==> src/rtl/fetch_queue.sv <==
// Instruction queue between fetch and decode. It is a DEPTH-entry circular buffer of
// {pc, instr} with valid/ready on both sides and a single-cycle flush for taken branches.
module fetch_queue #(
  parameter int                XLEN      = 32,
  parameter int                DEPTH     = 4,
  parameter logic [XLEN-1:0]   NOP_INSTR = 32'h00000013
) (
  input  logic                       clk,
  input  logic                       resetn,
  input  logic                       inValid,
  input  logic [XLEN-1:0]            pcIn,
  input  logic [XLEN-1:0]            instrIn,
  output logic                       inReady,
  output logic                       outValid,
  output logic [XLEN-1:0]            pcOut,
  output logic [XLEN-1:0]            instrOut,
  input  logic                       outReady,
  input  logic                       flush,
  output logic [$clog2(DEPTH+1)-1:0] count,
  output logic [15:0]                flushCount
);
  localparam int IW = $clog2(DEPTH);
  localparam int PW = IW + 1;
  localparam int CW = $clog2(DEPTH+1);

  logic [PW-1:0]                wr_ptr_q, wr_ptr_d, rd_ptr_q, rd_ptr_d;
  logic [CW-1:0]                count_q, count_d;
  logic [15:0]                  flush_cnt_q, flush_cnt_d;
  logic [DEPTH-1:0][XLEN-1:0]   pc_mem_q, pc_mem_d, instr_mem_q, instr_mem_d;
  logic                         full, empty, push, pop;

  // The pointers carry one extra wrap bit, which lets the queue tell full apart from empty.
  assign empty = (wr_ptr_q == rd_ptr_q);
  assign full  = (wr_ptr_q[IW-1:0] == rd_ptr_q[IW-1:0]) && (wr_ptr_q[PW-1] != rd_ptr_q[PW-1]);
  assign push  = inValid && !full;
  assign pop   = outReady && !empty;

  assign inReady    = !full;
  assign outValid   = !empty;
  assign pcOut      = empty ? '0 : pc_mem_q[rd_ptr_q[IW-1:0]];
  assign instrOut   = empty ? NOP_INSTR : instr_mem_q[rd_ptr_q[IW-1:0]];
  assign count      = count_q;
  assign flushCount = flush_cnt_q;

  always_comb begin
    wr_ptr_d    = wr_ptr_q;
    rd_ptr_d    = rd_ptr_q;
    count_d     = count_q;
    flush_cnt_d = flush_cnt_q;
    pc_mem_d    = pc_mem_q;
    instr_mem_d = instr_mem_q;
    if (flush) begin
      // Any push or pop in the same cycle belongs to the wrong path and is dropped.
      rd_ptr_d = wr_ptr_q;
      count_d  = '0;
      if (count_q != '0 && flush_cnt_q != 16'hFFFF) flush_cnt_d = flush_cnt_q + 16'd1;
    end else begin
      if (push) begin
        pc_mem_d[wr_ptr_q[IW-1:0]]    = pcIn;
        instr_mem_d[wr_ptr_q[IW-1:0]] = instrIn;
        wr_ptr_d                      = wr_ptr_q + PW'(1);
      end
      if (pop) rd_ptr_d = rd_ptr_q + PW'(1);
      case ({push, pop})
        2'b10:   count_d = count_q + CW'(1);
        2'b01:   count_d = count_q - CW'(1);
        default: count_d = count_q;
      endcase
    end
  end

  always_ff @(posedge clk or negedge resetn) begin
    if (!resetn) begin
      wr_ptr_q    <= '0;
      rd_ptr_q    <= '0;
      count_q     <= '0;
      flush_cnt_q <= '0;
      pc_mem_q    <= '0;
      instr_mem_q <= '0;
    end else begin
      wr_ptr_q    <= wr_ptr_d;
      rd_ptr_q    <= rd_ptr_d;
      count_q     <= count_d;
      flush_cnt_q <= flush_cnt_d;
      pc_mem_q    <= pc_mem_d;
      instr_mem_q <= instr_mem_d;
    end
  end
endmodule

==> config.mk <==
export PLATFORM = sky130hd
export DESIGN_NAME = fetch_queue
export DESIGN_NICKNAME = d
export VERILOG_FILES = /design/src/rtl/fetch_queue.sv
export SDC_FILE = /design/constraint.sdc
export NUM_CORES = 1
export LEC_CHECK = 0
export ABC_AREA = 1
export ABC_CLOCK_PERIOD_IN_PS = 2700
export CAP_MARGIN = 20
export CORE_ASPECT_RATIO = 0.7
export CORE_MARGIN = 2
export CORE_UTILIZATION = 30
export DETAILED_ROUTE_END_ITERATION = 16
export GPL_TIMING_DRIVEN = 1
export PLACE_DENSITY = 0.46
export SYNTH_ARGS = -nofsm -noshare
export SYNTH_HDL_FRONTEND = slang
export SYNTH_SLANG_ARGS = --single-unit
==> constraint.sdc <==
create_clock -name clk -period 2.7 [get_ports clk]
set_input_delay 0.81 -clock clk [delete_from_list [all_inputs] [get_ports clk]]
set_output_delay 0.81 -clock clk [all_outputs]
set_load 0.02 [all_outputs]
# After elaboration in Yosys (flattened, before gate mapping)
# Index checks and enable logic that the tools add are counted.
[word_totals] register_bits=281 in_bits=69 out_inout_bits=85
[classes] n_addsub=5 order_cmp=3 n_eq_ne=6 muxes=14 bitwise=1 reduce_logical=12
[ops] op="128-bit bitwise mux" count=2
[ops] op="32-bit 2-to-1 mux" count=5
[ops] op="32-bit binary-select mux with 2-bit select" count=2
[ops] op="32-bit demux with 2-bit select" count=1
[ops] op="16-bit by 1-bit adder with 16-bit output (second input constant)" count=1
[ops] op="16-bit != test (second input constant)" count=1
[ops] op="3-bit by 1-bit adder with 3-bit output (second input constant)" count=3
[ops] op="3-bit 2-to-1 mux" count=3
[ops] op="2-bit by 3-bit < comparator with 1-bit output (second input constant)" count=2
[ops] op="3-bit case mux with 2 select lines" count=1
[ops] op="3-bit nonzero test" count=2
[ops] op="1-bit logical AND" count=5
[ops] op="2-bit AND reduction" count=2
[ops] op="3-bit == test" count=1
[ops] op="3-bit by 1-bit subtractor with 3-bit output (second input constant)" count=1
[ops] op="2-bit by 1-bit == test with 1-bit output (second input constant)" count=1
[ops] op="2-bit == test" count=1
[ops] op="2-bit == test (second input constant)" count=1
[ops] op="2-bit by 1-bit greater-or-equal comparator with 1-bit output (second input constant)" count=1
[ops] op="1-bit logical NOT" count=2
[ops] op="2-bit nonzero test" count=1
[ops] op="1-bit != test" count=1
[ops] op="1-bit inverter" count=1

# Longest topological paths before layout
# Gate-level depths: netlist of run 1.
[logic_depth] word_depth=7 ltp_mapped=15 depth_no_buf=15

# Worst setup path after synthesis of run 1
# OpenSTA, ideal clock, no wires.
[synth_timing] path_kind="reg-to-output" startpoint="reg rd_ptr_q[0]" endpoint="out instrOut[0]" arrival_time_ns=1.515 required_time_ns=1.890 setup_slack_ns=0.375 path_stages_with_launch=6 path_cell_list="dfrtp_1 buf_2 clkbuf_1 buf_2 o21ai_0 o221ai_1"
[synth_between] elab_chain_cells=3 word_cells_on_any_way=4 cone_classes="eq/ne (1); mux (3)"
[synth_lines] element="from (decl)" line_no="26" rtl="logic [PW-1:0] wr_ptr_q, wr_ptr_d, rd_ptr_q, rd_ptr_d;"
[synth_lines] element="from (signal assigned)" line_no="82" rtl="rd_ptr_q <= rd_ptr_d;"
[synth_lines] element="32-bit binary-select mux with 2-bit select" line_no="41" rtl="assign instrOut = empty ? NOP_INSTR : instr_mem_q[rd_ptr_q[IW-1:0]];"
[synth_lines] element="32-bit 2-to-1 mux (implied by the code)" line_no="41"
[synth_lines] element="32-bit 2-to-1 mux (*)" line_no="41"
[synth_lines] element="to (decl)" line_no="16" rtl="output logic [XLEN-1:0] instrOut,"
# Every way passes the cells marked *; elsewhere a longest branch is shown, timed or not. The select of a mux whose other input is x is not followed.

# Final worst setup path of run 1
[layout_timing] startpoint="reg rd_ptr_q[0]" endpoint="out instrOut[31]"
# Same word-level chain as after synthesis.

==> run_results.csv, run 1 <==
group,metric,value,unit
timing,slew_headroom,62.47,%
power_and_ir_drop,p_total,26020,uW
synth,ys_warn_count,0,
synth,synth_seq_cells,281,
synth,synth_adder_area_share,0.7399,%
critical_path,crit_path_end_kind,"primary output",
drt,wl,39260,um
synth,yosys_most_used_dff,"dfrtp_1",
critical_path,arrival,2070,ps
timing,hold_viol,0,
layout,layout-drive-gt1-share,23.59,%
critical_path,cpMostUsedCell,"buf_12",
critical_path,worstSetupStartpointType,"flip-flop",
critical_path,max_stage_delay,490,ps
power_and_ir_drop,ir_drop,666.6,uV
power_and_ir_drop,power_density,1429,mW/mm^2
clock_network,root_buffer,"clkbuf_16",
clock_network,clk_transition_reported_paths,60,ps
global_routing,track_usage,17.42,%
timing,fin_ws,-180.6,ps
hold_path,worstHoldPathType,"in -> async",
critical_path,cp_slowest_cell,"dfrtp_4",
global_routing,grt_max_degree,103,
layout,area_growth,41.73,%
synth,synth_top_area_share,54.72,%
synth,synth-edff-count,0,
synth,syn_inst,1567,
timing,skew,10.02,ps
timing,rsz0062_at_grt,"true",
clock_network,tritoncts,"done",
global_routing,grt_overflow,0,
flow_run,drv_cap,0,
die,num_rows,63,
synth,muxShareOfSynthArea,0,%
critical_path,crit_required,1890,ps
synth,synth_xor_area_share,1.227,%
synth,synthArstFlopShare,100.0,%
timing,max_freq,347.2,MHz
synth,synth_top_family_by_area,"compound AO/OA/AOI/OAI gates",
drt,final_antenna_net_count,0,
timing,timing_max_transition_violations_final,0,
die,die-area,0.04453,mm^2
outcome,violations,"setup timing",
global_routing,grt_pass1_wl,61800,um
placement,dp.cells,2240,
synth,yosys.cell_types.count,27,
die,die_y,177.2,um
synth,synthTopCellsByArea,"dfrtp_1 55%, nand2_1 11%, o21ai_1 9.8%, o21ai_0 5.5%, nor2_1 4.3%",
drt,wl_per_cell,16.89,um
layout,layout.cells.non_filler,2324,
clock_network,clkLatencyLatePin,560,ps
die,core-area,0.04233,mm^2
synth,yosysMostFrequentCell,"nand2_1",
drt,vias,11102,
drt,first_pass_iters,5,
die,initial_utilization,30.36,%
layout,final_core_util,43.03,%
critical_path,crit_fanout,7,
placement,port_buffers,153,
global_routing,grt_pass1_vias,10834,
outcome,status,"finished, violations left",
synth,synth_fp_nets,1643,
critical_path,critPathKind,"reg -> out",
synth,synth-seq-area-share,54.72,%
clock_network,cts_buffer_depth,3,
synth,yosys.area_share.simple,16.63,%
placement,hpwl,23400,um
global_routing,antenna_found_initial,0,
clock_network,clock-sinks,281,
clock_network,numCtsBuffers,30,
timing,finalSetupViolCount,66,
drt,dr.first_iter.drc_count,728,
synth,synth_top_area_cell,"dfrtp_1",
critical_path,crit_chain,"clkinv_8, buf_12, buf_12, buf_16, o21ai_4, o22ai_2, nand2_1, inv_1, buf_6",
synth,avgSynthCellArea,8.201,um^2
die,io_pins,154,
power_and_ir_drop,leakagePower,0.008702,uW
layout,diodes,0,
layout,fin_nets,1824,
die,die_w,251.4,um
synth,synth_compound_area_share,18.55,%
synth,ys_top_cells_by_count,"375 x nand2_1, 281 x dfrtp_1, 252 x o21ai_1, 147 x nor2_1, 143 x inv_1",
drt,viasPerCell,4.777,
timing,period_minus_slack,2881,ps
placement,gp_congestion,0.7533,
clock_network,h-tree-depth,1,
drt,route.detailed.drc,0,
synth,netlist_area,0.01285,mm^2
timing,fin_crit_sh,106.7,%
timing,tightest_slew,562.9,ps
report_power, final:
| part | leakage [uW] | total, uW | switching, uW | internal (uW) |
|---|---|---|---|---|
| logic | 0.00464 | 14200 | 7600 | 6560 |
| registers | 0.00353 | 7390 | 1200 | 6190 |
| clock network | 0.000531 | 4470 | 1750 | 2720 |
registers in the layout, summed over array words and instances (netlist names):
register     cells
flushCount      16
wr_ptr_q         3
rd_ptr_q         3
instr_mem_q    128
count            3
pc_mem_q       128
metrics by stage:
| step | cell area (um^2) | setup TNS, ps | hold WS [ps] | setup WS (ps) |
|---|---|---|---|---|
| 6_report | 18210 | -7209 | 172.2 | -180.6 |
| 2_1_floorplan | 12850 | 0 | 453.5 | 374.6 |
| 4_1_cts | 17260 | -10220 | 185.6 | -207.4 |
| 3_3_place_gp | 15540 | -255.9 | 465.8 | -73.43 |
| 5_1_grt | 18210 | -13140 | 197.1 | -278.2 |
| 3_5_place_dp | 15540 | -313.7 | 473.3 | -50.16 |
cells in the final DEF, fill, tap and decap left out, types with 37 or more instances in the layout:
| cell type | synthesis | final |
|---|---|---|
| o21ai_0 | 141 | 70 |
| nand2_1 | 375 | 315 |
| nand2_4 | 1 | 39 |
| dfrtp_1 | 281 | 279 |
| nor2_1 | 147 | 129 |
| buf_6 | 2 | 72 |
| buf_12 | 0 | 37 |
| clkbuf_16 | 0 | 37 |
| inv_2 | 4 | 49 |
| clkdlybuf4s50_1 | 0 | 86 |
| o21ai_1 | 252 | 301 |
| inv_1 | 143 | 94 |
metal layers:
metal | global-route usage, % | vias to the layer above | share of wire, %
li1 | - | 5495 | -
met1 | 26.08 | 5328 | 51
met2 | 26.95 | 236 | 44
met3 | 2.603 | 43 | 4.0
met4 | 2.927 | 0 | 1.5
met5 | 0 | - | 0
logic make-up (layout without fill, tap and decap cells):
family,after synthesis,after routing
AND/OR/NAND/NOR,550,550
adder cells (fa/ha/maj),7,7
buffers and inverters,253,458
AO/OA/AOI/OAI,458,458
flip-flops,281,281
XOR/XNOR,18,18
final cells by class:
class / count / area (um^2)
clock buffer: 47 / 925.9
clock inverter: 9 / 145.1
fill: 4181 / 24120
inverter: 147 / 571.8
multi-input combinational: 1033 / 5638
sequential: 281 / 7037
tap: 552 / 690.7
timing repair buffer: 255 / 3206
path summary, 6_finish.rpt:
| path | start | end | slack [ps] | cells after the start |
|---|---|---|---|---|
| min in group clk | pc_mem_q[93] | pc_mem_q[93] | 480 | 2 |
| worst min-delay path | resetn | instr_mem_q[20] | 170 | 1 |
| worst min register to register | pc_mem_q[93] | pc_mem_q[93] | 480 | 2 |
| worst max-delay path | rd_ptr_q[0] | instrOut[31] | -180 | 9 |
| worst max register to register | rd_ptr_q[0] | count[2] | 200 | 18 |
| max in group asynchronous | resetn | count[2] | 1840 | 2 |
worst max-delay path, delay by kind of cell (launching register included):
kind / cells / cell delay [ps]
flip-flops: 1 / 490
AO/OA/AOI/OAI: 2 / 220
AND/OR/NAND/NOR: 1 / 80
buffers and inverters: 6 / 700
timing repair:
item	in CTS	in global routing
gates cloned	10	6
hold endpoints to repair	0	0
resized for setup	466	274
hold buffers	0	0
buffers inserted	11	4
pin swaps	33	53
setup endpoints to repair	66	67
Note: power is estimated with default switching activity, not from simulation.
==> run 2, diff against run 1 <==
- HOLD_SLACK_MARGIN: default -> 0.06
==> results of run 2 <==
Final layout, timing and power as in run 1 (identical DEF).
==> run 3, diff against run 2 <==
- CTS_BUF_LIST: default -> sky130_fd_sc_hd__clkbuf_4 sky130_fd_sc_hd__clkbuf_8 sky130_fd_sc_hd__clkbuf_16
==> run 3 against run 2 <==
Effect of this change: the run still ends with setup timing left; die area unchanged; cell count fell by 0.17%; count of clock-buffer cells in the layout unchanged; sequential cell count stayed put; combinational power is 6% lower; setup slack better by 6.2 ps; register-to-register slack worse by 40 ps; first-iteration DRC count increased by 8.4%; critical path type unchanged.
==> run_results.csv, run 3 (synthesized netlist as in run 1, its figures left out) <==
group,metric,value,unit
timing,hold_viol,0,
critical_path,cpMostUsedCell,"buf_12",
outcome,violations,"setup timing",
die,die_w,251.4,um
clock_network,root_buffer,"clkbuf_16",
timing,tns,-8465,ps
drt,vias,11062,
timing,slew_headroom,65.40,%
critical_path,critPathKind,"reg -> out",
timing,period_minus_slack,2874,ps
global_routing,grt_max_degree,103,
die,core-area,0.04233,mm^2
critical_path,arrival,2060,ps
die,io_pins,154,
drt,final_antenna_net_count,0,
die,num_rows,63,
clock_network,numCtsBuffers,30,
layout,final_common_cell,"nand2_1",
layout,layout-drive-gt1-share,21.34,%
clock_network,clkLatencyLatePin,560,ps
clock_network,clk_transition_reported_paths,70,ps
timing,timing_max_transition_violations_final,0,
critical_path,worstSetupStartpointType,"flip-flop",
critical_path,cp_slowest_cell,"dfrtp_4",
timing,tightest_slew,519.0,ps
clock_network,cts_buffer_depth,3,
layout,area_growth,38.28,%
critical_path,crit_fanout,8,
critical_path,r2r-start,"rd_ptr_q[0]",
critical_path,cp_top_family,"buffers and inverters",
critical_path,crit_path_end_kind,"primary output",
drt,dr.first_iter.drc_count,789,
hold_path,worstHoldPathType,"in -> async",
placement,hpwl,23400,um
placement,port_buffers,153,
die,die-area,0.04453,mm^2
global_routing,grt_pass1_wl,61730,um
drt,route.detailed.drc,0,
layout,layout_common_cells,"331 x nand2_1, 294 x o21ai_1, 279 x dfrtp_1",
critical_path,path_depth,9,
global_routing,antenna_found_initial,0,
outcome,status,"finished, violations left",
timing,fin_crit_sh,106.5,%
critical_path,startpoint,"rd_ptr_q[0]",
clock_network,clock-sinks,281,
drt,wl,39070,um
layout,final_core_util,41.98,%
power_and_ir_drop,ir_drop,657.3,uV
timing,fin_ws,-174.3,ps
timing,max_freq,347.9,MHz
placement,gp_congestion,0.7533,
critical_path,crit_required,1890,ps
critical_path,crit_buf_inv,6,
timing,finalSetupViolCount,65,
flow_run,drv_cap,0,
drt,wl_per_cell,16.84,um
clock_network,tritoncts,"done",
layout,fin_nets,1819,
global_routing,grt_pass1_vias,10840,
critical_path,max_stage_delay,530,ps
layout,layout.cells.non_filler,2320,
global_routing,grt_overflow,0,
critical_path,reg2reg_depth,18,
timing,skew,12.47,ps
clock_network,cts_hold_buf,0,
power_and_ir_drop,leakagePower,0.008597,uW
die,die_y,177.2,um
power_and_ir_drop,power_density,1415,mW/mm^2
global_routing,track_usage,17.40,%
power_and_ir_drop,p_total,25150,uW
timing,hold_slack,166.5,ps
drt,first_pass_iters,5,
timing,rsz0062_at_grt,"true",
drt,viasPerCell,4.768,
clock_network,h-tree-depth,1,
critical_path,crit_chain,"inv_8, buf_12, clkbuf_16, buf_12, nor2_2, o22ai_1, nand2_1, inv_1, buf_6",
placement,dp.cells,2240,
die,initial_utilization,30.36,%
[run 3: changes by cell type in the layout (fill, tap and decap cells not counted), sizes merged]
| cell | change |
|---|---|
| diode | +1 |
| inv | +1 |
| clkinv | -1 |
| buf | -3 |
| clkbuf | -2 |
[run 3: power by group]
part	switching (uW)	internal, uW	total, uW
clock network	1750	2790	4540
registers	1140	6190	7330
logic	7220	6050	13300
[run 3: layout make-up]
class                      instances  area [um^2]
antenna                            1        2.502
tap                              552        690.7
timing repair buffer             250         3032
sequential                       281         7037
inverter                         147        561.8
clock buffer                      47        952.2
multi-input combinational       1033         5350
clock inverter                     9        145.1
fill                            4230        24560
[run 3: through the flow]
stage / cell area, um^2 / worst slack (ps)
floorplan: 12850 / 374.6
global placement: 15540 / -73.43
detailed placement: 15540 / -50.16
CTS: 17170 / -210.5
global route: 17770 / -258.9
finish: 17770 / -174.3
[run 3: final timing paths]
check / to / slack [ps]
max: instrOut[27] / -170
min reg2reg: pc_mem_q[33] / 490
min: instr_mem_q[20] / 170
min in group clk: pc_mem_q[33] / 490
max reg2reg: count[2] / 160
max in group asynchronous: pc_mem_q[18] / 1840
[run 3: what timing repair did]
item	in CTS	in global routing
gates resized for setup	431	201
buffers inserted	11	3
endpoints found under the setup margin	66	67
cloned	9	4
pin swaps	26	51
[run 3: layer usage]
layer	vias to the layer above	wire length (um)	track usage [%]
met3	42	1438	2.588
met5	-	0	0
met4	0	550	3.051
li1	5459	-	-
met1	5336	19900	26.00
met2	225	17190	26.95
